$ cat src/rtl/rocket_serial_readout.sv
// rocket_serial_readout: telemetry words shifted out serially under control of the rocket's gate clock and load strobe
module rocket_serial_readout #(
  parameter int WORD_W = 10,
  parameter int N_WORDS = 52,
  parameter int IDX_W = 6,
  parameter int MSB_FIRST = 1
) (
  input  logic                      clk50,
  input  logic                      rst,
  input  logic                      enable,
  input  logic                      clr,
  input  logic [N_WORDS*WORD_W-1:0] words_in,
  input  logic                      gtclk,
  input  logic                      invload,
  output logic                      ser_data,
  output logic [IDX_W-1:0]          word_idx,
  output logic                      frame_done
);
  logic [1:0] gt_sync, il_sync;
  logic gt_d, il_d, load, shift, adv, wrap;
  logic [WORD_W-1:0] sr;
  // two-flop synchronizers plus a delayed copy of each for edge detection; invload idles high
  always_ff @(posedge clk50 or posedge rst)
    if (rst) begin
      gt_sync <= 2'b00;
      gt_d <= 1'b0;
      il_sync <= 2'b11;
      il_d <= 1'b1;
    end else begin
      gt_sync <= {gt_sync[0], gtclk};
      gt_d <= gt_sync[1];
      il_sync <= {il_sync[0], invload};
      il_d <= il_sync[1];
    end
  // qualified rocket events; a load wins over a coincident gate-clock edge
  always_comb begin
    load = enable & il_d & ~il_sync[1];
    adv = enable & ~il_d & il_sync[1];
    shift = enable & gt_sync[1] & ~gt_d & ~il_sync[1] & ~load;
    wrap = word_idx == IDX_W'(N_WORDS - 1);
    ser_data = enable & (MSB_FIRST != 0 ? sr[WORD_W-1] : sr[0]);
  end
  // shift register: capture the indexed word on load, shift toward the output end with zero fill
  always_ff @(posedge clk50 or posedge rst)
    if (rst) sr <= '0;
    else if (clr) sr <= '0;
    else if (load) sr <= words_in[word_idx*WORD_W +: WORD_W];
    else if (shift) sr <= MSB_FIRST != 0 ? sr << 1 : sr >> 1;
  // word index advances on each load release and wraps at the frame end with a one-cycle pulse
  always_ff @(posedge clk50 or posedge rst)
    if (rst) begin
      word_idx <= '0;
      frame_done <= 1'b0;
    end else begin
      frame_done <= ~clr & adv & wrap;
      if (clr) word_idx <= '0;
      else if (adv) word_idx <= wrap ? '0 : word_idx + IDX_W'(1);
    end
endmodule

$ cat config.mk
export PLATFORM = sky130hd
export DESIGN_NAME = rocket_serial_readout
export DESIGN_NICKNAME = d
export VERILOG_FILES = /design/src/rtl/rocket_serial_readout.sv
export SDC_FILE = /design/constraint.sdc
export NUM_CORES = 1
export LEC_CHECK = 0
export CAP_MARGIN = 20
export CELL_PAD_IN_SITES_DETAIL_PLACEMENT = 0
export CELL_PAD_IN_SITES_GLOBAL_PLACEMENT = 1
export CORE_AREA = 10 10 200 202
export CTS_CLUSTER_SIZE = 24
export DETAILED_ROUTE_END_ITERATION = 12
export DIE_AREA = 0 0 210 212
export PLACE_DENSITY_LB_ADDON = 0.1
export RECOVER_POWER = 25
export SKIP_LAST_GASP = 1
export SLEW_MARGIN = 10
export SYNTH_ARGS = -nofsm -noshare
export SYNTH_HDL_FRONTEND = slang
export SYNTH_SLANG_ARGS = --single-unit
$ cat constraint.sdc
create_clock -name clk50 -period 4.6 [get_ports clk50]
set_clock_uncertainty 0.15 [all_clocks]
set_input_delay 0.92 -clock clk50 [delete_from_list [all_inputs] [get_ports clk50]]
set_output_delay 0.92 -clock clk50 [all_outputs]
set_load 0.05 [all_outputs]
==> flow_metrics.tcl, run 1 <==
set metrics [dict create \
    design.portCount 534 \
    place.detailed.hpwl_um 37300 \
    cp_max_fo 7 \
    cts.repair.resized 0 \
    die_width_um 210 \
    syn-instance-count 435 \
    die_y_um 212 \
    rows 70 \
    slew_at_the_pin_closest_to_its_max_slew_limit_ns 0.732 \
    worst-setup-path-type "primary input to primary output" \
    avgSynthCellArea_um2 12.5 \
    fmaxAchievable_ghz 0.281 \
    worstPathBufferInverterCount 2 \
    irDropWorstVdd_uv 129 \
    timing.critical_path.to "ser_data" \
    worst-endpoint-required_ns 3.53 \
    maximum_number_of_pins_on_one_net_before_global_route_repair 71 \
    area_growth_syn_to_layout_pct 107 \
    fin_setup_tns_ns 0 \
    critical_path.startpoint_type "primary input" \
    grt_pass1_wl_um 57200 \
    clk_latency_ns 0.26 \
    number_of_synthesized_register_bits 23 \
    post_route_antenna_net_violation_count 0 \
    critPathMaxStageDelay_ns 0.80 \
    final_layout_size_suffix_gt1_share_pct 16.0 \
    async_reset_ff_share_pct 100 \
    synth_enable_flop_cells 0 \
    dominantRegCellSynth "sky130_fd_sc_hd__dfrtp_1" \
    worst_setup_path_end_kind "primary output" \
    tritoncts_clock_tree "yes" \
    timing.final.hold_violations 0 \
    hold_removal_path_class "flip-flop to flip-flop" \
    worst_setup_slack_for_register_to_register_paths_ns 1.60 \
    ys_types 58 \
    drc_errors 0 \
    cp_slowest_cell "sky130_fd_sc_hd__clkdlybuf4s50_1" \
    p_per_area_nw_per_um2 102 \
    timing.max_slew.rel_slack_pct 50.6 \
    synth-seq-area-share_pct 10.7 \
    nets 1461 \
    wire_per_inst_um 30.1 \
    final.min_clock_period_ns 3.56 \
    post-route-period-util_pct 77.5 \
    vias 6392 \
    reg2reg_from "word_idx[1]" \
    path_cells "clkdlybuf4s50_1 -> and2_1 -> clkdlybuf4s50_1" \
    port-buffer-count 533 \
    postCtsHoldBufs 0 \
    clock-root-buffer "sky130_fd_sc_hd__clkbuf_16" \
    yosysWarnings 0 \
    wl_um 42400 \
    design.die.area_um2 44500 \
    first_pass_iters 6 \
    worstRegToRegCells 6 \
    power.total_mw 1.15 \
    timing.critical_path.mode_cell "sky130_fd_sc_hd__clkdlybuf4s50_1" \
    power.leakage_nw 3.79 \
    rr_endpoint "sr[5]" \
    detail_route.vias_per_cell 4.54 \
    hold-path-cell-count 0 \
    path_depth 3 \
    htreeDepth 1 \
    syn-cell-area_um2 5430 \
    clk_transition_reported_paths_ns 0.06 \
    grt_use_total_pct 17.9 \
    synthesis.nets 962 \
    coreArea_um2 36100 \
    initial_antenna_violation_count 7 \
    worstPathArrival_ns 2.49 \
    first_global_vias 7324 \
    run_status "completed" \
    cts.repair_timing.setup_buffer_count 0 \
    count_of_final_max_slew_check_failures 0 \
    cts-buffers-inserted 3 \
    report.final.setup_viol 0 \
    number_of_drc_markers_after_the_initial_detailed_route_iteration 269 \
    grt_setup_unrepaired "false" \
    global_route.overflow_total 0 \
    critPathLaunch "enable" \
    critPathTopFamily "buffers and inverters" \
    gp_congestion 0.768 \
    starting_density_of_the_core_pct 15.1 \
    numPlacedInstances 1395 \
    cts-root-to-sink-buffers 2 \
    cts.sinks 23 \
    finish.cell_count_without_fillers 1407 \
    post_layout_util_pct 31.1 \
    max_cap_viol_count 0 \
]
-- layout by cell type (no fill, tap or decap), types with 3 or more instances in the layout --
| cell | n |
|---|---|
| sky130_fd_sc_hd__inv_1 | 3 |
| sky130_fd_sc_hd__dfrtp_4 | 3 |
| sky130_fd_sc_hd__dfrtp_1 | 17 |
| sky130_fd_sc_hd__nand3_1 | 4 |
| sky130_fd_sc_hd__a2bb2oi_1 | 7 |
| sky130_fd_sc_hd__o211ai_1 | 9 |
| sky130_fd_sc_hd__nand2b_1 | 3 |
| sky130_fd_sc_hd__nand2_1 | 32 |
| sky130_fd_sc_hd__clkbuf_16 | 3 |
| sky130_fd_sc_hd__o22ai_1 | 26 |
| sky130_fd_sc_hd__buf_4 | 12 |
| sky130_fd_sc_hd__dlygate4sd3_1 | 3 |
| sky130_fd_sc_hd__o21ai_0 | 5 |
| sky130_fd_sc_hd__nor2b_1 | 4 |
| sky130_fd_sc_hd__and3_1 | 3 |
| sky130_fd_sc_hd__mux4_2 | 100 |
| sky130_fd_sc_hd__mux4_1 | 25 |
| sky130_fd_sc_hd__or3_1 | 8 |
| sky130_fd_sc_hd__or3b_2 | 3 |
| sky130_fd_sc_hd__a21oi_1 | 17 |
| sky130_fd_sc_hd__mux2i_1 | 13 |
| sky130_fd_sc_hd__or4_1 | 6 |
| sky130_fd_sc_hd__nor3_1 | 11 |
| sky130_fd_sc_hd__a211oi_1 | 3 |
| sky130_fd_sc_hd__mux2_2 | 13 |
| sky130_fd_sc_hd__diode_2 | 6 |
| sky130_fd_sc_hd__nor2_1 | 17 |
| sky130_fd_sc_hd__a31oi_1 | 3 |
| sky130_fd_sc_hd__clkdlybuf4s50_1 | 530 |
| sky130_fd_sc_hd__a22oi_1 | 7 |
-- layer usage --
layer | vias to the layer above | global-route usage (%) | wire length [µm]
met3 | 6 | 4.87 | 2870
met5 | - | 0 | 8
met4 | 2 | 1.27 | 92
li1 | 2920 | - | -
met1 | 3210 | 19.8 | 15700
met2 | 254 | 34.5 | 23700
-- cell type report --
class / instances / area, µm²
Sequential cell: 23 / 591
Antenna cell: 6 / 15.0
Tap cell: 468 / 586
Clock buffer: 4 / 78.8
Fill cell: 3755 / 24900
Timing Repair Buffer: 548 / 5480
Inverter: 4 / 15.0
Multi-Input combinational cell: 354 / 4460
-- metrics by stage --
stage | hold slack [ns] | cell area, µm² | setup slack, ns
floorplan | 0.181 | 5430 | 1.97
global placement | 0.199 | 11100 | 1.06
detailed placement | 0.191 | 11100 | 1.05
CTS | 0.212 | 11200 | 1.04
global route | 0.220 | 11200 | 0.988
finish | 0.208 | 11200 | 1.04
-- Yosys cell counts (4+ instances only) --
library cell	instances	area (µm²)
sky130_fd_sc_hd__a21oi_1	17	85.1
sky130_fd_sc_hd__a22oi_1	7	52.6
sky130_fd_sc_hd__a2bb2oi_1	7	61.3
sky130_fd_sc_hd__buf_1	5	18.8
sky130_fd_sc_hd__buf_12	4	80.1
sky130_fd_sc_hd__buf_2	13	65.1
sky130_fd_sc_hd__buf_4	12	90.1
sky130_fd_sc_hd__buf_6	6	67.6
sky130_fd_sc_hd__clkbuf_1	13	48.8
sky130_fd_sc_hd__dfrtp_1	20	500
sky130_fd_sc_hd__mux2_2	13	146
sky130_fd_sc_hd__mux2i_1	13	130
sky130_fd_sc_hd__mux4_1	25	657
sky130_fd_sc_hd__mux4_2	100	2250
sky130_fd_sc_hd__nand2_1	32	120
sky130_fd_sc_hd__nand3_1	4	20.0
sky130_fd_sc_hd__nor2_1	17	63.8
sky130_fd_sc_hd__nor2b_1	4	25.0
sky130_fd_sc_hd__nor3_1	11	55.1
sky130_fd_sc_hd__o211ai_1	9	67.6
sky130_fd_sc_hd__o21ai_0	5	25.0
sky130_fd_sc_hd__o22ai_1	26	163
sky130_fd_sc_hd__or3_1	8	50.1
sky130_fd_sc_hd__or4_1	6	45.0
-- worst min-delay path by stage --
stage / from / end / slack [ns]
6_report: gt_sync[0] / gt_sync[1] / 0.21
4_1_cts: gt_sync[0] / gt_sync[1] / 0.21
2_1_floorplan: gt_sync[0] / gt_sync[1] / 0.18
3_5_place_dp: gt_sync[0] / gt_sync[1] / 0.19
5_1_grt: gt_sync[0] / gt_sync[1] / 0.22
3_3_place_gp: il_sync[0] / il_sync[1] / 0.20
-- kinds of logic after synthesis --
family	Yosys count	share of synthesized area, %
compound gates	91	11.7
flops	23	10.7
mux	151	58.6
simple gates	110	11.3
fa+ha+maj	1	0.230
xor+xnor	1	0.161
buf+inv	58	7.26
-- where the power goes --
| part | internal, mW | switching [mW] |
|---|---|---|
| Combinational | 0.548 | 0.178 |
| Clock | 0.119 | 0.0763 |
| Sequential | 0.212 | 0.0155 |
-- state kept, by name, indices dropped and copies added, names as in the netlist --
register,cells
il_d,1
il_sync,2
gt_d,1
frame_done,1
gt_sync,2
word_idx,6
sr,10
(Power assumes the default switching activity.)
==> run 2: changes to the inputs <==
--- a/config.mk
+++ b/config.mk
@@ -8,10 +8,10 @@
 export CAP_MARGIN = 20
 export CELL_PAD_IN_SITES_DETAIL_PLACEMENT = 0
 export CELL_PAD_IN_SITES_GLOBAL_PLACEMENT = 1
-export CORE_AREA = 10 10 200 202
+export CORE_AREA = 10 10 198 200
 export CTS_CLUSTER_SIZE = 24
 export DETAILED_ROUTE_END_ITERATION = 12
-export DIE_AREA = 0 0 210 212
+export DIE_AREA = 0 0 208 210
 export PLACE_DENSITY_LB_ADDON = 0.1
 export RECOVER_POWER = 25
 export SKIP_LAST_GASP = 1
==> constraint.sdc (replaced) <==
create_clock -name clk50 -period 3.7 [get_ports clk50]
set_clock_uncertainty 0.15 [all_clocks]
set_input_delay 0.74 -clock clk50 [delete_from_list [all_inputs] [get_ports clk50]]
set_output_delay 0.74 -clock clk50 [all_outputs]
set_load 0.05 [all_outputs]
==> flow_metrics.tcl, run 2 (synthesis results as in run 1) <==
set metrics [dict create \
    global_route.overflow_total 0 \
    postCtsHoldBufs 0 \
    die_y_um 210 \
    worst_setup_path_end_kind "primary output" \
    die_width_um 208 \
    grt_setup_unrepaired "false" \
    fin_setup_tns_ns 0 \
    clk_latency_ns 0.26 \
    post_route_antenna_net_violation_count 0 \
    power.leakage_nw 3.82 \
    leading_cell_types_in_the_layout_fill_and_taps_excluded "sky130_fd_sc_hd__clkdlybuf4s50_1 (529), sky130_fd_sc_hd__mux4_2 (100), sky130_fd_sc_hd__nand2_1 (32), sky130_fd_sc_hd__o22ai_1 (26), sky130_fd_sc_hd__mux4_1 (25)" \
    final.min_clock_period_ns 3.00 \
    design.portCount 534 \
    critPathMaxStageDelay_ns 1.00 \
    post-route-period-util_pct 81.2 \
    final_layout_size_suffix_gt1_share_pct 16.6 \
    first_global_vias 7415 \
    grt_use_total_pct 18.6 \
    design.die.area_um2 43700 \
    worst-endpoint-required_ns 2.81 \
    vias 6469 \
    place.detailed.hpwl_um 38400 \
    cts.sinks 23 \
    hold_removal_path_class "flip-flop to flip-flop" \
    worstPathBufferInverterCount 1 \
    grt_pass1_wl_um 58500 \
    critical_path.startpoint_type "flip-flop" \
    tritoncts_clock_tree "yes" \
    global_route.usage.met3_pct 4.49 \
    clock-root-buffer "sky130_fd_sc_hd__clkbuf_16" \
    worst-setup-path-type "flip-flop to primary output" \
    irDropWorstVdd_uv 158 \
    wire_per_inst_um 30.6 \
    timing.max_slew.rel_slack_pct 46.6 \
    initial_antenna_violation_count 7 \
    cp_slowest_cell "sky130_fd_sc_hd__clkdlybuf4s50_1" \
    report.final.setup_viol 0 \
    global_route.usage.met2_pct 36.3 \
    wl_um 43000 \
    fillCellCount 3621 \
    number_of_drc_markers_after_the_initial_detailed_route_iteration 301 \
    power.total_mw 1.45 \
    htreeDepth 1 \
    cts-buffers-inserted 3 \
    maximum_number_of_pins_on_one_net_before_global_route_repair 45 \
    timing.final.hold_violations 0 \
    register_with_the_most_flip_flops "sr" \
    top_regs "sr x10, word_idx x6" \
    rows 69 \
    cts.repair.resized 0 \
    mostFrequentLayoutCell "sky130_fd_sc_hd__clkdlybuf4s50_1" \
    gp_congestion 0.833 \
    run_status "completed" \
    fmaxAchievable_ghz 0.333 \
    first_pass_iters 5 \
    path_cells "clkdlybuf4s50_1" \
    worstPathArrival_ns 2.11 \
    nets 1467 \
    slew_at_the_pin_closest_to_its_max_slew_limit_ns 0.801 \
    clk_transition_reported_paths_ns 0.06 \
    max_cap_viol_count 0 \
    port-buffer-count 533 \
    met1_usage_pct 20.2 \
    p_per_area_nw_per_um2 129 \
    detail_route.vias_per_cell 4.60 \
    global_route.peak_usage_layer "met2" \
    area_growth_syn_to_layout_pct 107 \
    cts.repair_timing.setup_buffer_count 0 \
    drc_errors 0 \
    critPathTopFamily "buffers and inverters" \
    largest_reg_flops 10 \
    coreArea_um2 35200 \
    count_of_final_max_slew_check_failures 0 \
    starting_density_of_the_core_pct 15.4 \
    cp_max_fo 18 \
    cts-root-to-sink-buffers 2 \
]
-- run 2: final timing paths --
| check | to | slack [ns] | cells after the start | from |
|---|---|---|---|---|
| worst max register to register | sr[4] | 0.93 | 6 | word_idx[0] |
| worst min register to register | gt_sync[1] | 0.20 | 0 | gt_sync[0] |
| min in group asynchronous | word_idx[2] | 0.87 | 2 | rst |
| worst min-delay path | gt_sync[1] | 0.20 | 0 | gt_sync[0] |
| worst max-delay path | word_idx[3] | 0.70 | 1 | word_idx[3] |
| max in group asynchronous | il_d | 1.87 | 3 | rst |
-- run 2: stage by stage --
stage	instance area (µm²)	cells	setup slack, ns	hold slack (ns)	util, %
floorplan	5430	435	1.07	0.181	-
global placement	11200	1396	0.777	0.193	31.7
detailed placement	11200	1396	0.772	0.194	31.7
CTS	11200	1400	0.706	0.208	31.9
global route	11300	1406	0.638	0.220	32.0
finish	11300	1406	0.697	0.204	32.0
-- run 2: area by class of cell --
cell class,count,area (µm²),share of cell area [%]
tap,461,577,5.12
antenna,6,15.0,0.133
clock buffer,4,78.8,0.700
inverter,4,15.0,0.133
sequential,23,591,5.24
timing repair buffer,554,5530,49.1
multi-input combinational,354,4460,39.6
-- run 2: where the power goes --
group	switching [mW]	internal (mW)
Clock	0.0915	0.147
Combinational	0.247	0.686
Sequential	0.0160	0.264
Total	0.355	1.10
-- run 2: per-layer routing --
metal,share of wire (%),vias up
li1,-,2924
met1,37,3286
met2,57,245
met3,5.8,12
met4,0.65,2
met5,0.023,-
==> run 3: changes to the inputs <==
==> constraint.sdc (replaced) <==
create_clock -name clk50 -period 3.09 [get_ports clk50]
set_clock_uncertainty 0.15 [all_clocks]
set_input_delay 0.618 -clock clk50 [delete_from_list [all_inputs] [get_ports clk50]]
set_output_delay 0.618 -clock clk50 [all_outputs]
set_load 0.05 [all_outputs]
==> flow_metrics.tcl, run 3 (synthesis results as in run 1) <==
set metrics [dict create \
    run_status "completed" \
    nets 1478 \
    design.die.area_um2 43700 \
    place_area_um2 11300 \
    critical_path.startpoint_type "flip-flop" \
    worst_setup_path_end_kind "flip-flop" \
    final_critical_path_setup_slack_ns 0.469 \
    maximum_number_of_pins_on_one_net_before_global_route_repair 54 \
    place_ws_ns 0.369 \
    die_width_um 208 \
    grt_pass1_wl_um 58600 \
    post_route_antenna_net_violation_count 0 \
    max_cap_viol_count 0 \
    detail_route.vias_per_cell 4.61 \
    timing.max_slew.rel_slack_pct 44.8 \
    cts.repair.resized 0 \
    post-route-period-util_pct 84.8 \
    wl_um 43300 \
    cts-root-to-sink-buffers 2 \
    power.total_mw 1.75 \
    timing.final.hold_violations 0 \
    grt_setup_unrepaired "false" \
    fillCellCount 3677 \
    path_cells "buf_12 -> mux4_2 -> o22ai_1 -> or4_1 -> nor3_1 -> a2bb2oi_1" \
    initial_antenna_violation_count 5 \
    count_of_final_max_slew_check_failures 0 \
    seq_area_um2 591 \
    cp_slowest_cell "sky130_fd_sc_hd__dfrtp_4" \
    design.portCount 534 \
    coreArea_um2 35200 \
    worst-endpoint-required_ns 3.14 \
    grt_use_total_pct 18.6 \
    top_regs "sr x10, word_idx x6" \
    clk_transition_reported_paths_ns 0.07 \
    first_global_vias 7478 \
    htreeDepth 1 \
    gp_congestion 0.805 \
    post_layout_util_pct 32.4 \
    postCtsHoldBufs 0 \
    drc_errors 0 \
    cts.repair_timing.setup_buffer_count 0 \
    cts-buffers-inserted 3 \
    port-buffer-count 533 \
    hold_removal_path_class "flip-flop to flip-flop" \
    cp_max_fo 22 \
    power.leakage_nw 3.91 \
    final.min_clock_period_ns 2.62 \
    rows 69 \
    multiInputGateArea_um2 4460 \
    irDropWorstVdd_uv 190 \
    tritoncts_clock_tree "yes" \
    mostFrequentLayoutCell "sky130_fd_sc_hd__clkdlybuf4s50_1" \
    clk_latency_ns 0.27 \
    register_with_the_most_flip_flops "sr" \
    p_per_area_nw_per_um2 154 \
    fmaxAchievable_ghz 0.381 \
    die_y_um 210 \
    slew_at_the_pin_closest_to_its_max_slew_limit_ns 0.828 \
    largest_reg_flops 10 \
    fin_setup_tns_ns 0 \
    worstPathArrival_ns 2.67 \
    starting_density_of_the_core_pct 15.4 \
    finalInstanceArea_um2 11400 \
    final_layout_size_suffix_gt1_share_pct 18.2 \
    report.final.setup_viol 0 \
    number_of_drc_markers_after_the_initial_detailed_route_iteration 279 \
    clock-root-buffer "sky130_fd_sc_hd__clkbuf_16" \
    vias 6526 \
    worst-setup-path-type "flip-flop to flip-flop" \
    global_route.overflow_total 0 \
    area_growth_syn_to_layout_pct 110 \
    wire_per_inst_um 30.6 \
    leading_cell_types_in_the_layout_fill_and_taps_excluded "sky130_fd_sc_hd__clkdlybuf4s50_1 (524), sky130_fd_sc_hd__mux4_2 (100), sky130_fd_sc_hd__nand2_1 (32), sky130_fd_sc_hd__buf_4 (29), sky130_fd_sc_hd__o22ai_1 (26)" \
    first_pass_iters 4 \
    cts.sinks 23 \
    place.detailed.hpwl_um 38700 \
    critPathMaxStageDelay_ns 0.64 \
]
[run 3: metrics by stage]
step,cells,hold slack (ns)
global route,1415,0.220
global placement,1407,0.193
CTS,1411,0.208
detailed placement,1407,0.187
finish,1415,0.213
floorplan,435,0.181
[run 3: layout make-up]
class	instances	share of cell area, %
Clock inverter	1	0.0658
Tap cell	461	5.06
Multi-Input combinational cell	354	39.1
Timing Repair Buffer	565	49.7
Clock buffer	3	0.658
Sequential cell	23	5.18
Antenna cell	4	0.0878
Inverter	4	0.132
[run 3: routing by layer]
metal  global-route usage, %  share of wire [%]  vias up
met5                       0              0.030        -
met4                    1.60               0.29        2
met1                    20.2                 37     3332
met2                    36.5                 57      237
met3                    4.52                5.5        8
li1                        -                  -     2947
[run 3: worst paths after layout]
check	from	to	slack, ns	cells past startpoint
setup reg to reg	word_idx[0]	sr[8]	0.47	6
min in group asynchronous	rst	gt_sync[0]	0.81	2
max in group asynchronous	rst	sr[4]	1.37	3
hold / removal	il_sync[0]	il_sync[1]	0.21	0
setup / recovery	word_idx[0]	sr[8]	0.47	6
hold reg to reg	il_sync[0]	il_sync[1]	0.21	0
[run 3: worst max-delay path: cells and delay by family, from the launching register on]
| kind | cells | cell delay [ns] |
|---|---|---|
| AND/OR/NAND/NOR | 2 | 0.85 |
| flip-flops | 1 | 0.64 |
| multiplexers | 1 | 0.35 |
| AO/OA/AOI/OAI | 2 | 0.29 |
| buffers and inverters | 1 | 0.24 |
[run 3: where the power goes]
group          switching, mW  total [mW]  leakage, nW  internal (mW)
registers             0.0167       0.333        0.294          0.316
logic                  0.291        1.12         3.58          0.827
clock network          0.125       0.301       0.0371          0.176
total                  0.433        1.75         3.91           1.32
==> RTL edit 1 (settings of run 2) <==
`MSB_FIRST`: 1 -> 0.
--- a/src/rtl/rocket_serial_readout.sv
+++ b/src/rtl/rocket_serial_readout.sv
@@ -3,7 +3,7 @@
   parameter int WORD_W = 10,
   parameter int N_WORDS = 52,
   parameter int IDX_W = 6,
-  parameter int MSB_FIRST = 1
+  parameter int MSB_FIRST = 0
 ) (
   input  logic                      clk50,
   input  logic                      rst,
Function: changed (Yosys sat finds a counterexample within 4 cycles, from zero or initial values and one cycle with rst high).
==> RTL edit 1 against run 2 <==
Final area is 0.20% lower; worst setup slack gained 0.022 ns; power fell by 0.63%; wire length down 2.4%; sequential cell count unchanged; maximum frequency up 0.75%; synthesized area is 1.7% lower; combinational power fell by 2%.
==> RTL edit 1: results (changes against run 2) <==
Routing
  – DRT iter0 DRCs: 323 (+7.3%)
  – Routed length on met3: 2420 um (-2.2%)
  – Drt via density: 4.51 (-2.0%)
  – Routed WL per cell: 30.1 um (-1.5%)
  – Met2 WL post-DR: 22900 um (-6.5%)
  – DRT met1 WL: 16600 um (+5.2%)
  – Highest metal used: met4

Synth
  – Top cells by count, synth: mux4_2 (119), mux2i_1 (47), nor2_1 (41), dfrtp_1 (20), a221oi_1 (17)
  – Largest cells by area after synthesis: mux4_2 (50%), dfrtp_1 (9.4%), mux2i_1 (8.8%)
  – Register area share after synthesis: 0.109 (+0.00185)
  – Mapped Cells: 421 (-3.2%)
  – Syn Nets: 948 (-1.5%)
  – Synth unique cells: 46 (-21%)

Critical path
  – Flop2flop setup slack: 0.84 ns (-0.09 ns)
  – Beginning of the critical path: word_idx[2]

GRT
  – First-pass GRT wire length: 57000 um (-2.5%)
  – Initial antenna violation count: 5 (-2)
  – Total Routing Usage GR: 0.180 (-0.00587)
  – Pin count of the biggest net entering global routing: 47 (+4.4%)
  – Vias in the first global route: 7077 (-4.6%)

Placement
  – GPL Wtd Cong: 0.820 (-1.5%)
  – Port Buffers: 533 (unchanged)
  – DP Wirelength: 37300 um (-2.7%)
  – Placed insts: 1384 (-0.86%)
  – Pre-CTS setup slack: 0.711 ns (-0.0610 ns)

Final layout
  – Fin cells: 1393 (-0.92%)
  – Layout cell share with drive strength beyond 1: 0.176 (+0.00970)
  – Largest registers: sr x10, word_idx x6
  – Net count, final: 1455 (-0.82%)

Power
  – Peak supply drop: 0.000129 V (-18%)
  – Pleak: 3.65 nW (-4.6%)
  – Switching pwr: 0.000350 W (-1.3%)

STA
  – Worst slew pin tran: 1.00 ns (+0.201 ns)
  – Final Critical Period: 2.98 ns (-0.0223 ns)
  – Hold WS: 0.207 ns (+0.00295 ns)

Status
  – Status: complete, no violations
==> RTL edit 1: cell families (layout without fill, tap and decap cells) <==
family | after synthesis | after routing | share of synthesized area
other | 0 | 5 | 0
muxes | 172 | 172 | 0.614
xor gates and xnor gates | 1 | 1 | 0.00164
and+or+nand+nor | 80 | 80 | 0.0757
AOI/OAI and AO/OA | 87 | 87 | 0.131
DFF | 23 | 23 | 0.109
adders and majority gates | 1 | 1 | 0.00234
buffers and inverters | 57 | 563 | 0.0666
==> RTL edit 1: layout make-up <==
cell class                 instances  area share
antenna                            5     0.00111
clock buffer                       3     0.00668
clock inverter                     1    0.000668
inverter                           5     0.00167
multi-input combinational        341       0.392
sequential                        23      0.0527
tap                              461      0.0513
timing repair buffer             554       0.494
==> RTL edit 1: how the worst min path moves through the flow <==
stage,end,cells after the start
3_3_place_gp,gt_sync[1],0
3_5_place_dp,gt_sync[1],0
2_1_floorplan,gt_sync[1],0
6_report,gt_sync[1],0
4_1_cts,il_sync[1],0
5_1_grt,il_sync[1],0
==> RTL edit 1: power by group through the flow <==
stage          sequential [W]  combinational [W]  clock (W)
4_1_cts              0.000279           0.000932   0.000263
3_3_place_gp         0.000284           0.000921          0
6_report             0.000278           0.000918   0.000246
3_5_place_dp         0.000283           0.000927          0
2_1_floorplan        0.000276           0.000287          0
5_1_grt              0.000280           0.000976   0.000273
==> RTL edit 1: metal layers <==
metal | global-route usage | up-vias
li1 | - | 2856
met1 | 0.210 | 3184
met2 | 0.336 | 234
met3 | 0.0429 | 4
met4 | 0.0170 | 0
met5 | 0 | -
==> RTL edit 1: through the flow <==
stage | util | instance area [um^2]
detailed placement | 0.316 | 11100
CTS | 0.319 | 11200
floorplan | - | 5340
global route | 0.319 | 11200
finish | 0.319 | 11200
global placement | 0.316 | 11100
==> RTL edit 2 (flow settings as in run 2) <==
Made on the original files. Make the reset (`rst`) synchronous in 3 clocked blocks.
--- a/src/rtl/rocket_serial_readout.sv
+++ b/src/rtl/rocket_serial_readout.sv
@@ -20,7 +20,7 @@
   logic gt_d, il_d, load, shift, adv, wrap;
   logic [WORD_W-1:0] sr;
   // two-flop synchronizers plus a delayed copy of each for edge detection; invload idles high
-  always_ff @(posedge clk50 or posedge rst)
+  always_ff @(posedge clk50)
     if (rst) begin
       gt_sync <= 2'b00;
       gt_d <= 1'b0;
@@ -41,13 +41,13 @@
     ser_data = enable & (MSB_FIRST != 0 ? sr[WORD_W-1] : sr[0]);
   end
   // shift register: capture the indexed word on load, shift toward the output end with zero fill
-  always_ff @(posedge clk50 or posedge rst)
+  always_ff @(posedge clk50)
     if (rst) sr <= '0;
     else if (clr) sr <= '0;
     else if (load) sr <= words_in[word_idx*WORD_W +: WORD_W];
     else if (shift) sr <= MSB_FIRST != 0 ? sr << 1 : sr >> 1;
   // word index advances on each load release and wraps at the frame end with a one-cycle pulse
-  always_ff @(posedge clk50 or posedge rst)
+  always_ff @(posedge clk50)
     if (rst) begin
       word_idx <= '0;
       frame_done <= 1'b0;
Formal check against the unedited RTL: differs if rst is asserted again (counterexample within 4 cycles, from zero or initial values and one cycle with rst high); with rst held inactive, the same outputs for 10 cycles.
==> RTL edit 2 against run 2 <==
Count of clock-buffer cells in the layout decreased by 1; clock power increased by 3%; first-iteration DRC count decreased by 16%; largest cell class unchanged; synthesized area decreased by 0.99%; sequential cell count unchanged; power decreased by 14%; final area decreased by 0.20%; sequential share of layout area decreased by 1.0 points; sequential power decreased by 9.6%; worst setup slack improved by 0.087 ns; critical path type unchanged; wire length decreased by 1.6%; via count increased by 0.82%.
==> RTL edit 2: results (changes against run 2) <==
Critical path
  – Crit Path Max Fanout: 31 (+13)
  – Flop2flop setup slack: 0.84 ns (-0.09 ns)
  – Reg-to-Reg Start: word_idx[0]
  – Critical Path Max Stage Delay: 0.93 ns (-0.07 ns)
  – Crit path DAT: 2.03 ns (-0.08 ns)

Final layout
  – Layout cell share with drive strength beyond 1: 0.162 (-0.00405)
  – Net count, final: 1509 (+2.9%)
  – Fillers: 3686 (+1.8%)

Placement
  – Placed insts: 1438 (+3.0%)
  – GPL Wtd Cong: 0.788 (-5.3%)

Hold path
  – Worst Min Path Start: il_sync[0]

Synth
  – Ys async rst share: 0 (-1.00)
  – Synth unique cells: 60 (+3.4%)
  – Mapped Cells: 472 (+8.5%)
  – Top cells by count, synth: mux4_2 (101), nand2_1 (46), mux2i_1 (38), nor2_1 (29), dfxtp_1 (23)
  – Syn Nets: 999 (+3.8%)
  – Register area share after synthesis: 0.0856 (-0.0210)
  – Synth Flop Type: dfxtp_1

GRT
  – Routing usage on met2: 0.347 (-0.0162)
  – Total Routing Usage GR: 0.183 (-0.00257)
  – Met3 Track Usage GR: 0.0421 (-0.00281)
  – Met1 Track Usage GR: 0.210 (+0.00882)
  – Pin count of the biggest net entering global routing: 54 (+20%)
  – Initial antenna violation count: 4 (-3)
  – First-pass GRT wire length: 58500 um (about the same)
  – Vias in the first global route: 7574 (+2.1%)

STA
  – Relative slew slack: 0.347 (-0.119)

Routing
  – Wirelength, routed: 42300 um (-1.6%)
  – Drt via density: 4.52 (-1.8%)
  – DRT iter0 DRCs: 253 (-16%)

Floorplan
  – Initial Utilization: 0.153 (-0.00153)

Power
  – Peak supply drop: 0.000143 V (-9.6%)

Status
  – Status: complete, no violations
RTL edit 2: cell types whose count changed in the layout (fill, tap and decap cells not counted), sizes merged, moves of 10 or more:
cell / change
mux4: -12
nor2b: +11
nand2: +14
mux2i: +25
a21oi: -10
nor2: +12
dfxtp: +23
dfrtp: -20
o22ai: -18
RTL edit 2: cell families (layout without fill, tap and decap cells):
logic type      count (synthesis)  after routing  share of synthesized area
compound gates                 87             87                      0.123
buf+inv                        53            562                     0.0707
flops                          23             23                     0.0856
xor+xnor                        5              5                    0.00814
other cells                     0              1                          0
simple gates                  137            137                      0.126
fa+ha+maj                       1              1                    0.00233
mux                           166            166                      0.584
RTL edit 2: worst min-delay path by stage:
stage	slack (ns)	to	cells past startpoint
2_1_floorplan	0.24	il_sync[1]	1
6_report	0.27	il_sync[1]	1
4_1_cts	0.27	il_sync[1]	1
3_3_place_gp	0.25	il_sync[1]	1
3_5_place_dp	0.26	il_sync[1]	1
5_1_grt	0.27	il_sync[1]	1
RTL edit 2: stage by stage:
step / worst slack, ns / instance area, um^2
finish: 0.785 / 11200
global placement: 0.602 / 11200
floorplan: 1.24 / 5380
detailed placement: 0.630 / 11200
CTS: 0.753 / 11200
global route: 0.691 / 11200
RTL edit 2: layout make-up:
class	count	area [um^2]	share of cell area
timing repair buffer	557	5560	0.495
multi-input combinational	396	4540	0.404
tap	461	577	0.0513
sequential	23	472	0.0420
clock buffer	3	75.1	0.00668
clock inverter	1	5.00	0.000445
inverter	1	3.75	0.000334
antenna	1	2.50	0.000223
RTL edit 2: where the power goes:
part           internal [W]  switching, W  leakage, nW
combinational      0.000596      0.000156         3.42
sequential         0.000249    0.00000369        0.189
clock              0.000146     0.0000991       0.0409
total              0.000991      0.000259         3.65
RTL edit 2: layer usage:
| layer | wire length [um] | vias to the layer above | share of wire |
|---|---|---|---|
| li1 | - | 3029 | - |
| met1 | 16600 | 3226 | 0.39 |
| met2 | 23100 | 243 | 0.55 |
| met3 | 2320 | 18 | 0.055 |
| met4 | 277 | 6 | 0.0066 |
| met5 | 36 | - | 0.00085 |
